<file path="src/rtl/mips_bus_pkg.sv">
// Shared types and helpers for the mips_cpu_bus memory-access unit.
package mips_bus_pkg;

    typedef enum logic [1:0] {IDLE, FETCH, DATA} mem_if_state_t;
    typedef enum logic [1:0] {SZ_BYTE, SZ_HALF, SZ_WORD} mem_size_t;

    localparam int unsigned DATA_W = 32;
    localparam int unsigned BE_W   = DATA_W / 8;

    // Size 3 is illegal; halves need even addresses, words need 4-byte alignment.
    function automatic logic is_misaligned(input logic [1:0] size, input logic [1:0] off);
        return (size == 2'd3) ||
               (size == 2'(SZ_HALF) && off[0]) ||
               (size == 2'(SZ_WORD) && off != 2'b00);
    endfunction

endpackage

</file>
<file path="src/rtl/mips_bus_lane_align.sv">
// Little-endian lane steering: store byteenable/writedata and load extraction/extension.
module mips_bus_lane_align
    import mips_bus_pkg::*;
(
    input  logic [1:0]        st_size,
    input  logic [1:0]        st_offset,
    input  logic [DATA_W-1:0] st_wdata,
    output logic [BE_W-1:0]   st_be_c,
    output logic [DATA_W-1:0] st_wdata_c,
    input  logic [1:0]        ld_size,
    input  logic [1:0]        ld_offset,
    input  logic              ld_signed,
    input  logic [DATA_W-1:0] ld_rdata,
    output logic [DATA_W-1:0] ld_data_c
);

    logic [DATA_W-1:0] shifted;

    // Store side: replicate narrow data so every candidate lane carries it.
    always_comb begin
        st_be_c    = 4'b1111;
        st_wdata_c = st_wdata;
        case (st_size)
            2'(SZ_BYTE): begin
                st_be_c    = 4'b0001 << st_offset;
                st_wdata_c = {4{st_wdata[7:0]}};
            end
            2'(SZ_HALF): begin
                st_be_c    = 4'b0011 << st_offset;
                st_wdata_c = {2{st_wdata[15:0]}};
            end
            default: begin
                st_be_c    = 4'b1111;
                st_wdata_c = st_wdata;
            end
        endcase
    end

    // Load side: bring the addressed lane down to bit 0, then extend.
    always_comb begin
        shifted   = ld_rdata >> {ld_offset, 3'b000};
        ld_data_c = ld_rdata;
        case (ld_size)
            2'(SZ_BYTE): ld_data_c = {{24{ld_signed & shifted[7]}}, shifted[7:0]};
            2'(SZ_HALF): ld_data_c = {{16{ld_signed & shifted[15]}}, shifted[15:0]};
            default:     ld_data_c = ld_rdata;
        endcase
    end

endmodule

</file>
<file path="src/rtl/mips_cpu_bus_mem_if.sv">
// Memory-access unit: arbitrates fetch/data requests and runs one Avalon-style bus transfer at a time.
module mips_cpu_bus_mem_if
    import mips_bus_pkg::*;
#(
    parameter int unsigned WAIT_TIMEOUT = 256
) (
    input  logic              clk,
    input  logic              reset,
    input  logic              fetch_req,
    input  logic [DATA_W-1:0] fetch_addr,
    output logic              fetch_valid,
    output logic [DATA_W-1:0] fetch_instr,
    input  logic              data_req,
    input  logic              data_we,
    input  logic [1:0]        data_size,
    input  logic              data_signed,
    input  logic [DATA_W-1:0] data_addr,
    input  logic [DATA_W-1:0] data_wdata,
    output logic              data_valid,
    output logic [DATA_W-1:0] data_rdata,
    output logic              bus_err,
    output logic [DATA_W-1:0] address,
    output logic              read,
    output logic              write,
    output logic [DATA_W-1:0] writedata,
    output logic [BE_W-1:0]   byteenable,
    input  logic              waitrequest,
    input  logic [DATA_W-1:0] readdata
);

    localparam int unsigned CNT_W = (WAIT_TIMEOUT == 0) ? 1 : $clog2(WAIT_TIMEOUT + 1);
    localparam logic [CNT_W-1:0] CNT_LAST = CNT_W'((WAIT_TIMEOUT == 0) ? 0 : WAIT_TIMEOUT - 1);

    mem_if_state_t     state;
    logic              lat_we;
    logic              lat_signed;
    logic [1:0]        lat_size;
    logic [1:0]        lat_offset;
    logic [CNT_W-1:0]  wait_cnt;

    logic [BE_W-1:0]   st_be_c;
    logic [DATA_W-1:0] st_wdata_c;
    logic [DATA_W-1:0] ld_data_c;

    mips_bus_lane_align u_align (
        .st_size    (data_size),
        .st_offset  (data_addr[1:0]),
        .st_wdata   (data_wdata),
        .st_be_c    (st_be_c),
        .st_wdata_c (st_wdata_c),
        .ld_size    (lat_size),
        .ld_offset  (lat_offset),
        .ld_signed  (lat_signed),
        .ld_rdata   (readdata),
        .ld_data_c  (ld_data_c)
    );

    always_ff @(posedge clk or posedge reset) begin
        if (reset) begin
            state       <= IDLE;
            read        <= 1'b0;
            write       <= 1'b0;
            address     <= '0;
            writedata   <= '0;
            byteenable  <= '0;
            fetch_valid <= 1'b0;
            fetch_instr <= '0;
            data_valid  <= 1'b0;
            data_rdata  <= '0;
            bus_err     <= 1'b0;
            lat_we      <= 1'b0;
            lat_signed  <= 1'b0;
            lat_size    <= 2'b00;
            lat_offset  <= 2'b00;
            wait_cnt    <= '0;
        end else begin
            fetch_valid <= 1'b0;
            data_valid  <= 1'b0;
            bus_err     <= 1'b0;
            case (state)
                IDLE: begin
                    wait_cnt <= '0;
                    // Data has priority over fetch when both are pending.
                    if (data_req) begin
                        if (is_misaligned(data_size, data_addr[1:0])) begin
                            bus_err <= 1'b1;
                        end else begin
                            state      <= DATA;
                            address    <= {data_addr[DATA_W-1:2], 2'b00};
                            byteenable <= st_be_c;
                            writedata  <= data_we ? st_wdata_c : '0;
                            read       <= ~data_we;
                            write      <= data_we;
                            lat_we     <= data_we;
                            lat_signed <= data_signed;
                            lat_size   <= data_size;
                            lat_offset <= data_addr[1:0];
                        end
                    end else if (fetch_req) begin
                        if (fetch_addr[1:0] != 2'b00) begin
                            bus_err <= 1'b1;
                        end else begin
                            state      <= FETCH;
                            address    <= fetch_addr;
                            byteenable <= 4'b1111;
                            writedata  <= '0;
                            read       <= 1'b1;
                            write      <= 1'b0;
                        end
                    end
                end
                FETCH, DATA: begin
                    if (!waitrequest) begin
                        read     <= 1'b0;
                        write    <= 1'b0;
                        state    <= IDLE;
                        wait_cnt <= '0;
                        if (state == FETCH) begin
                            fetch_instr <= readdata;
                            fetch_valid <= 1'b1;
                        end else begin
                            data_rdata <= lat_we ? '0 : ld_data_c;
                            data_valid <= 1'b1;
                        end
                    end else if (WAIT_TIMEOUT != 0 && wait_cnt == CNT_LAST) begin
                        // Slave stalled too long: abandon the transfer.
                        read     <= 1'b0;
                        write    <= 1'b0;
                        bus_err  <= 1'b1;
                        state    <= IDLE;
                        wait_cnt <= '0;
                    end else begin
                        wait_cnt <= wait_cnt + CNT_W'(1);
                    end
                end
                default: state <= IDLE;
            endcase
        end
    end

endmodule

</file>
<file path="config.mk">
export PLATFORM = sky130hd
export DESIGN_NAME = mips_cpu_bus_mem_if
export DESIGN_NICKNAME = d
export VERILOG_FILES = /design/src/rtl/mips_bus_pkg.sv /design/src/rtl/mips_bus_lane_align.sv /design/src/rtl/mips_cpu_bus_mem_if.sv
export SDC_FILE = /design/constraint.sdc
export NUM_CORES = 1
export LEC_CHECK = 0
export ABC_AREA = 1
export BUFFER_PORTS_ARGS = -buffer_cell sky130_fd_sc_hd__buf_2
export CORE_ASPECT_RATIO = 1.1
export CORE_MARGIN = 1
export CORE_UTILIZATION = 52
export CTS_BUF_LIST = sky130_fd_sc_hd__clkbuf_8
export DETAILED_ROUTE_END_ITERATION = 6
export HOLD_SLACK_MARGIN = 0.02
export PLACE_DENSITY = 0.83
export SYNTH_ARGS = -nofsm -noshare
export SYNTH_HDL_FRONTEND = slang
export SYNTH_HIERARCHICAL = 1
export SYNTH_SLANG_ARGS = --single-unit
export TNS_END_PERCENT = 30
</file>
<file path="constraint.sdc">
create_clock -name clk -period 5.97 [get_ports clk]
set_input_delay 0.8955 -clock clk [delete_from_list [all_inputs] [get_ports clk]]
set_output_delay 0.8955 -clock clk [all_outputs]
set_load 0.02 [all_outputs]
</file>
==> flow_summary.yaml, run 1 <==
floorplan:
  die_y_um: 131.3
  die_area_sq_um: 15680
  pin_count: 274
  num_rows: 46
  core-area_sq_um: 14620
  initial_core_util_pct: 54.02
  chipWidth_um: 119.5
critical_path:
  required_ns: 6.29
  critPathLaunchType: "input port"
  crit_fanout: 95
  crit_type: "in -> reg"
  cp.arrival_ns: 3.33
  worst_setup_path_end_kind: "flip-flop"
clock_network:
  cts_tree: "done"
  clk_latency_ns: 0.44
  clk_pin_slew_ns: 0.08
  numCtsBuffers: 17
  cts_max_path_buffers: 2
  postCtsSetupBuffers: 0
  cts_hold_buf: 0
  cts-resized-gates: 0
  cts_sinks: 154
  htree_levels: 4
  root_buffer: "clkbuf_8"
drt:
  viasPerCell: 5.183
  drtAntennaViolNets: 0
  via_count: 7759
  drtIter0Drc: 574
  firstDrtPassIters: 6
  drc: 0
  wl_per_cell_um: 14.39
  finalWirelength_mm: 21.55
synthesis:
  ys_ff_latch: 154
  synth_nets: 1205
  ys_top_cells_by_count: "nand2_1 (522), dfrtp_1 (154), o21ai_0 (76)"
  seq_area_frac_synth_pct: 48.80
  synth.distinct_cells: 35
  yosysMostFrequentCell: "nand2_1"
  synth_area_leaders: "dfrtp_1 (49%), nand2_1 (25%), o21ai_0 (4.8%), nand3_1 (4.4%), nor2_1 (2.0%)"
  syn_area_sq_um: 7898
  postSynthCellCount: 1064
  synth_async_sr_flop_share_pct: 100.0
  syn_area_per_cell_sq_um: 7.423
  synth_top_area_cell: "dfrtp_1"
  yosysWarnings: 6
  synth-edff-count: 0
  netlist.area_leader.share_pct: 48.80
  yosys_most_used_dff: "dfrtp_1"
global_route:
  grt_max_degree: 104
  antenna_found_initial: 0
  grt_pass1_wl_mm: 34.86
  grt_use_total_pct: 27.75
  grt_pass1_vias: 7238
  grt_overflow: 0
timing:
  setup_viol: 0
  slew-limit-headroom_pct: 28.88
  fin_hold_ws_ns: 0.4707
  clock_skew_ns: 0.01380
  max_freq_mhz: 331.8
  drv_slew: 0
  worstMarginPinSlew_ns: 1.064
  post-route-period-util_pct: 50.48
  hold_viol: 0
  finalSetupTns_ns: 0
  rsz0062_at_grt: "false"
  fin_crit_ns: 3.014
final_layout:
  final_area_sq_um: 9463
  layout-drive-gt1-share_pct: 25.77
  finish.utilization_pct: 64.73
  areaGrowthSynthToFinish_pct: 19.82
  nFillCells: 1334
  final_nets: 1432
pwr:
  leakage_uw: 0.005466
  power_density_nw_per_um2: 465.9
  ir_worst_vdd_mv: 0.2228
min_path:
  worst_hold_path_type: "reg -> reg"
placement:
  port_buffers: 273
  dpl_cell_area_sq_um: 9100
  dpl.hpwl_mm: 15.37
  globalplace.congestion: 0.8945
flow_run:
  maxCapViolCount: 0
outcome:
  status: "complete, no violations"
cell families after synthesis:
logic type	synth area share, %
AOI/OAI and AO/OA	8.587
and+or+nand+nor	33.87
adders and majority gates	0.6337
DFF	48.80
xor gates and xnor gates	0.4437
buffers and inverters	7.668
per-layer routing:
metal / track usage, % / vias up / part of all wire [%]
li1: - / 3801 / -
met5: 0 / - / 0
met2: 46.31 / 366 / 49
met1: 35.13 / 3541 / 41
met3: 5.990 / 51 / 7.6
met4: 10.42 / 0 / 2.8
worst paths after layout:
check | startpoint | end | slack [ns] | depth (start not counted)
worst max register to register | state[0] | data_rdata[17] | 3.27 | 7
min in group asynchronous | reset | address[30] | 0.63 | 2
worst max-delay path | data_req | address[31] | 2.96 | 8
worst min-delay path | fetch_instr[13] | fetch_instr[13] | 0.47 | 2
worst min register to register | fetch_instr[13] | fetch_instr[13] | 0.47 | 2
max in group asynchronous | reset | fetch_instr[27] | 4.13 | 3
sequential cells by signal, summed over array words and instances, names as in the netlist, 4 cells and up:
signal	flops
wait_cnt	9
address	32
byteenable	4
writedata	32
fetch_instr	32
data_rdata	32
critical path, cell delays in order:
cell,delay (ns)
buf_2,0.49
inv_2,0.39
nand2_1,0.22
nand2_2,0.09
nand2_4,0.66
inv_4,0.31
nand2_1,0.16
nand2_1,0.06
power by group:
| part | internal (uW) | switching (uW) | leakage [uW] |
|---|---|---|---|
| Combinational | 621 | 1360 | 0.00328 |
| Sequential | 1420 | 277 | 0.00200 |
| Clock | 309 | 424 | 0.000186 |
| Total | 2350 | 2060 | 0.00547 |
layout make-up:
| cell class | instances | area [sq um] | area share [%] |
|---|---|---|---|
| clock inverter | 14 | 112.6 | 1.190 |
| sequential | 154 | 3854 | 40.72 |
| antenna | 1 | 2.502 | 0.02644 |
| tap | 192 | 240.2 | 2.539 |
| multi-input combinational | 797 | 3438 | 36.33 |
| clock buffer | 18 | 247.7 | 2.618 |
| timing repair buffer | 276 | 1389 | 14.68 |
| inverter | 45 | 178.9 | 1.891 |
cells in the final DEF, fill, tap and decap left out, types with 2 or more instances in the layout:
cell type | netlist | layout
o21ai_0 | 76 | 76
nor2_2 | 8 | 8
o22ai_1 | 3 | 3
buf_2 | 17 | 273
clkinv_2 | 0 | 3
inv_4 | 2 | 2
a21oi_1 | 6 | 6
nand3_1 | 70 | 70
o211ai_1 | 9 | 9
dfrtp_1 | 154 | 154
inv_2 | 3 | 3
buf_4 | 11 | 3
nand2_1 | 522 | 522
nand2_2 | 6 | 6
inv_6 | 0 | 6
nor2_1 | 42 | 42
o21ai_1 | 31 | 31
clkinv_4 | 0 | 4
inv_1 | 39 | 38
nand4_1 | 3 | 3
nor3_1 | 2 | 2
o21ai_2 | 3 | 3
xor2_1 | 3 | 3
clkbuf_8 | 0 | 18
ha_1 | 4 | 4
stage by stage:
| stage | std cells | power [uW] | setup WS [ns] |
|---|---|---|---|
| 6_report | 1497 | 4409 | 2.956 |
| 5_1_grt | 1496 | 4713 | 2.632 |
| 4_1_cts | 1496 | 4421 | 2.947 |
| 3_5_place_dp | 1464 | 3680 | 2.499 |
| 3_3_place_gp | 1464 | 3631 | 2.569 |
| 2_1_floorplan | 1064 | 3076 | 0.9247 |
Power figures use the tool's default switching activity.
==> run 2, diff against run 1 <==
--- a/config.mk
+++ b/config.mk
@@ -5,7 +5,7 @@
 export SDC_FILE = /design/constraint.sdc
 export NUM_CORES = 1
 export LEC_CHECK = 0
-export ABC_AREA = 1
+export ABC_AREA = 0
 export BUFFER_PORTS_ARGS = -buffer_cell sky130_fd_sc_hd__buf_2
 export CORE_ASPECT_RATIO = 1.1
 export CORE_MARGIN = 1
==> constraint.sdc (replaced) <==
create_clock -name clk -period 2.8 [get_ports clk]
set_input_delay 0.42 -clock clk [delete_from_list [all_inputs] [get_ports clk]]
set_output_delay 0.42 -clock clk [all_outputs]
set_load 0.02 [all_outputs]
==> run 2 against run 1 <==
Effect of this change: die area is 0.81% lower; first-iteration DRC count down 23%; synthesized cell count down 30%; routed wire length shrank 4.5%; power increased by 120%; register-to-register slack lost 2.8 ns; critical path depth shrank 3; design area grew 2.4%; flip-flop and latch count is the same; final cell count decreased by 20%; critical path type is now reg -> reg; critical endpoint is now data_rdata[20]; largest cell class unchanged.
==> flow_summary.yaml, run 2 <==
clock_network:
  root_buffer: "clkbuf_8"
  clk_latency_ns: 0.45
  cts_sinks: 154
  htree_levels: 4
  postCtsSetupBuffers: 0
  clk_pin_slew_ns: 0.09
  numCtsBuffers: 17
  cts_tree: "done"
  cts_max_path_buffers: 2
synthesis:
  synth_top_area_cell: "dfrtp_1"
  netlist.area_leader.share_pct: 49.20
  synth-edff-count: 0
  yosys_most_used_dff: "dfrtp_1"
  ys_ff_latch: 154
  syn_area_per_cell_sq_um: 10.58
  seq_area_frac_synth_pct: 49.20
  syn_area_sq_um: 7833
  synth_nets: 881
  synth_async_sr_flop_share_pct: 100.0
  ys_top_cells_by_count: "dfrtp_1 (154), nand2_1 (81), o21ai_0 (68)"
  synth_area_leaders: "dfrtp_1 (49%), mux2_2 (9.3%), mux2_4 (5.2%), o21ai_0 (4.3%), nand2_1 (3.9%)"
  synth.distinct_cells: 56
  yosysWarnings: 6
  postSynthCellCount: 740
  yosysMostFrequentCell: "dfrtp_1"
min_path:
  min_to: "lat_signed"
  worstHoldPathCells: 2
  worst_hold_path_type: "in -> reg"
  holdCritStartpoint: "data_signed"
final_layout:
  final_nets: 1129
  final_cell_mix: "buf_2 (273), dfrtp_1 (154), nand2_1 (81)"
  areaGrowthSynthToFinish_pct: 23.67
  mostFrequentLayoutCell: "buf_2"
  layout-drive-gt1-share_pct: 42.26
pwr:
  power_density_nw_per_um2: 1012
  ir_worst_vdd_mv: 0.5529
  leakage_uw: 0.005033
timing:
  setup_viol: 0
  fin_ws_ns: 0.4863
  hold_viol: 0
  fin_crit_ns: 2.314
  slew-limit-headroom_pct: 28.25
  max_freq_mhz: 432.2
  worstMarginPinSlew_ns: 1.076
  post-route-period-util_pct: 82.63
  clock_skew_ns: 0.01262
  finalSetupTns_ns: 0
  drv_slew: 0
  rsz0062_at_grt: "false"
global_route:
  grt_pass1_vias: 6274
  grt_use_total_pct: 26.85
  grt_max_degree: 66
  grt_pass1_wl_mm: 32.33
  grt_overflow: 0
  antenna_found_initial: 1
placement:
  port_buffers: 273
  place_ws_ns: 0.5679
  globalplace.congestion: 0.8705
  dpl.hpwl_mm: 14.85
floorplan:
  initial_core_util_pct: 53.79
  core-area_sq_um: 14560
  pin_count: 274
  chipWidth_um: 119.0
  die_area_sq_um: 15560
  num_rows: 46
  die_y_um: 130.7
critical_path:
  r2r_start: "state[0]"
  ff2ff_path_depth: 5
  required_ns: 3.08
  worst_setup_path_end_kind: "flip-flop"
  r2r-end: "data_rdata[20]"
  crit_fanout: 65
  reg2reg_slack_ns: 0.49
  critPathLaunchType: "flip-flop"
  cp.arrival_ns: 2.59
  crit_type: "reg -> reg"
drt:
  finalWirelength_mm: 20.59
  drtAntennaViolNets: 0
  viasPerCell: 5.562
  drc: 0
  wl_per_cell_um: 17.24
  via_count: 6641
  firstDrtPassIters: 5
  drtIter0Drc: 441
outcome:
  status: "complete, no violations"
flow_run:
  maxCapViolCount: 0
## run 2: cell count changes in the layout (fill, tap and decap cells not counted), sizes merged, moves of 32 or more
cell	previous run	this run
nand2	529	81
mux2	0	92
nand3	72	4
nor2	52	14
o21ai	110	72
nand2b	0	33
and3	1	33
## run 2: kinds of logic after synthesis
logic type                 Yosys count  share of synthesized area (%)
muxes                              105                          16.34
DFF                                154                          49.20
and+or+nand+nor                    191                          12.59
xor gates and xnor gates             2                         0.2237
adders and majority gates            4                         0.6390
AOI/OAI and AO/OA                  185                          15.10
buffers and inverters               99                          5.910
## run 2: worst max path at each step
stage	from	end	slack, ns	depth (start not counted)
floorplan	reset	address[0]	0.44	1
global placement	state[0]	data_rdata[8]	0.66	5
detailed placement	state[0]	data_rdata[10]	0.57	5
CTS	state[0]	data_rdata[20]	0.51	5
global route	state[0]	data_rdata[20]	0.33	4
finish	state[0]	data_rdata[20]	0.49	5
## run 2: routing by layer
layer / track usage [%] / part of all wire [%] / up-vias
li1: - / - / 3091
met1: 33.97 / 42 / 3213
met2: 45.76 / 50 / 303
met3: 5.078 / 6.1 / 34
met4: 10.87 / 2.2 / 0
met5: 0 / 0 / -
## run 2: repair_timing
| action | in CTS | in global routing |
|---|---|---|
| endpoints found under the setup margin | 0 | 0 |
| gates resized for setup | 0 | 0 |
| endpoints found under the hold margin | 1 | 0 |
| hold buffers | 1 | 0 |
## run 2: area by class of cell
| cell class | count | area (sq um) |
|---|---|---|
| diodes | 1 | 2.502 |
| clock buffers | 18 | 247.7 |
| clock inverters | 14 | 133.9 |
| fillers | 1157 | 4875 |
| inverters | 40 | 153.9 |
| multi-input cells | 487 | 3523 |
| flip-flops and latches | 154 | 3854 |
| well taps | 192 | 240.2 |
| repair buffers | 288 | 1531 |
## run 2: metrics by stage
stage | cells | util, % | area [sq um] | power, uW | hold WS (ns)
after global routing | 1194 | 66.52 | 9687 | 10390 | 0.1955
final | 1194 | 66.52 | 9687 | 9808 | 0.2088
after floorplan | 740 | - | 7836 | 6730 | 0.4814
after global placement | 1160 | 63.82 | 9293 | 8087 | 0.4589
after detailed placement | 1160 | 63.82 | 9293 | 8213 | 0.4670
after CTS | 1193 | 66.51 | 9684 | 9860 | 0.1792
## run 2: worst max-delay path, stage by stage (launching register included)
cell and delay [ns]:
dfrtp_1 0.41, inv_1 0.06, ha_1 0.43, or3b_2 0.90, nand2_1 0.20, o21ai_0 0.12
## run 2: report_power, final
group          internal [uW]  leakage, uW  switching [uW]  total, uW
Sequential              3070      0.00193             595       3670
Combinational           1790      0.00290            2720       4510
Clock                    805     0.000205             827       1630
Total                   5670      0.00503            4140       9810
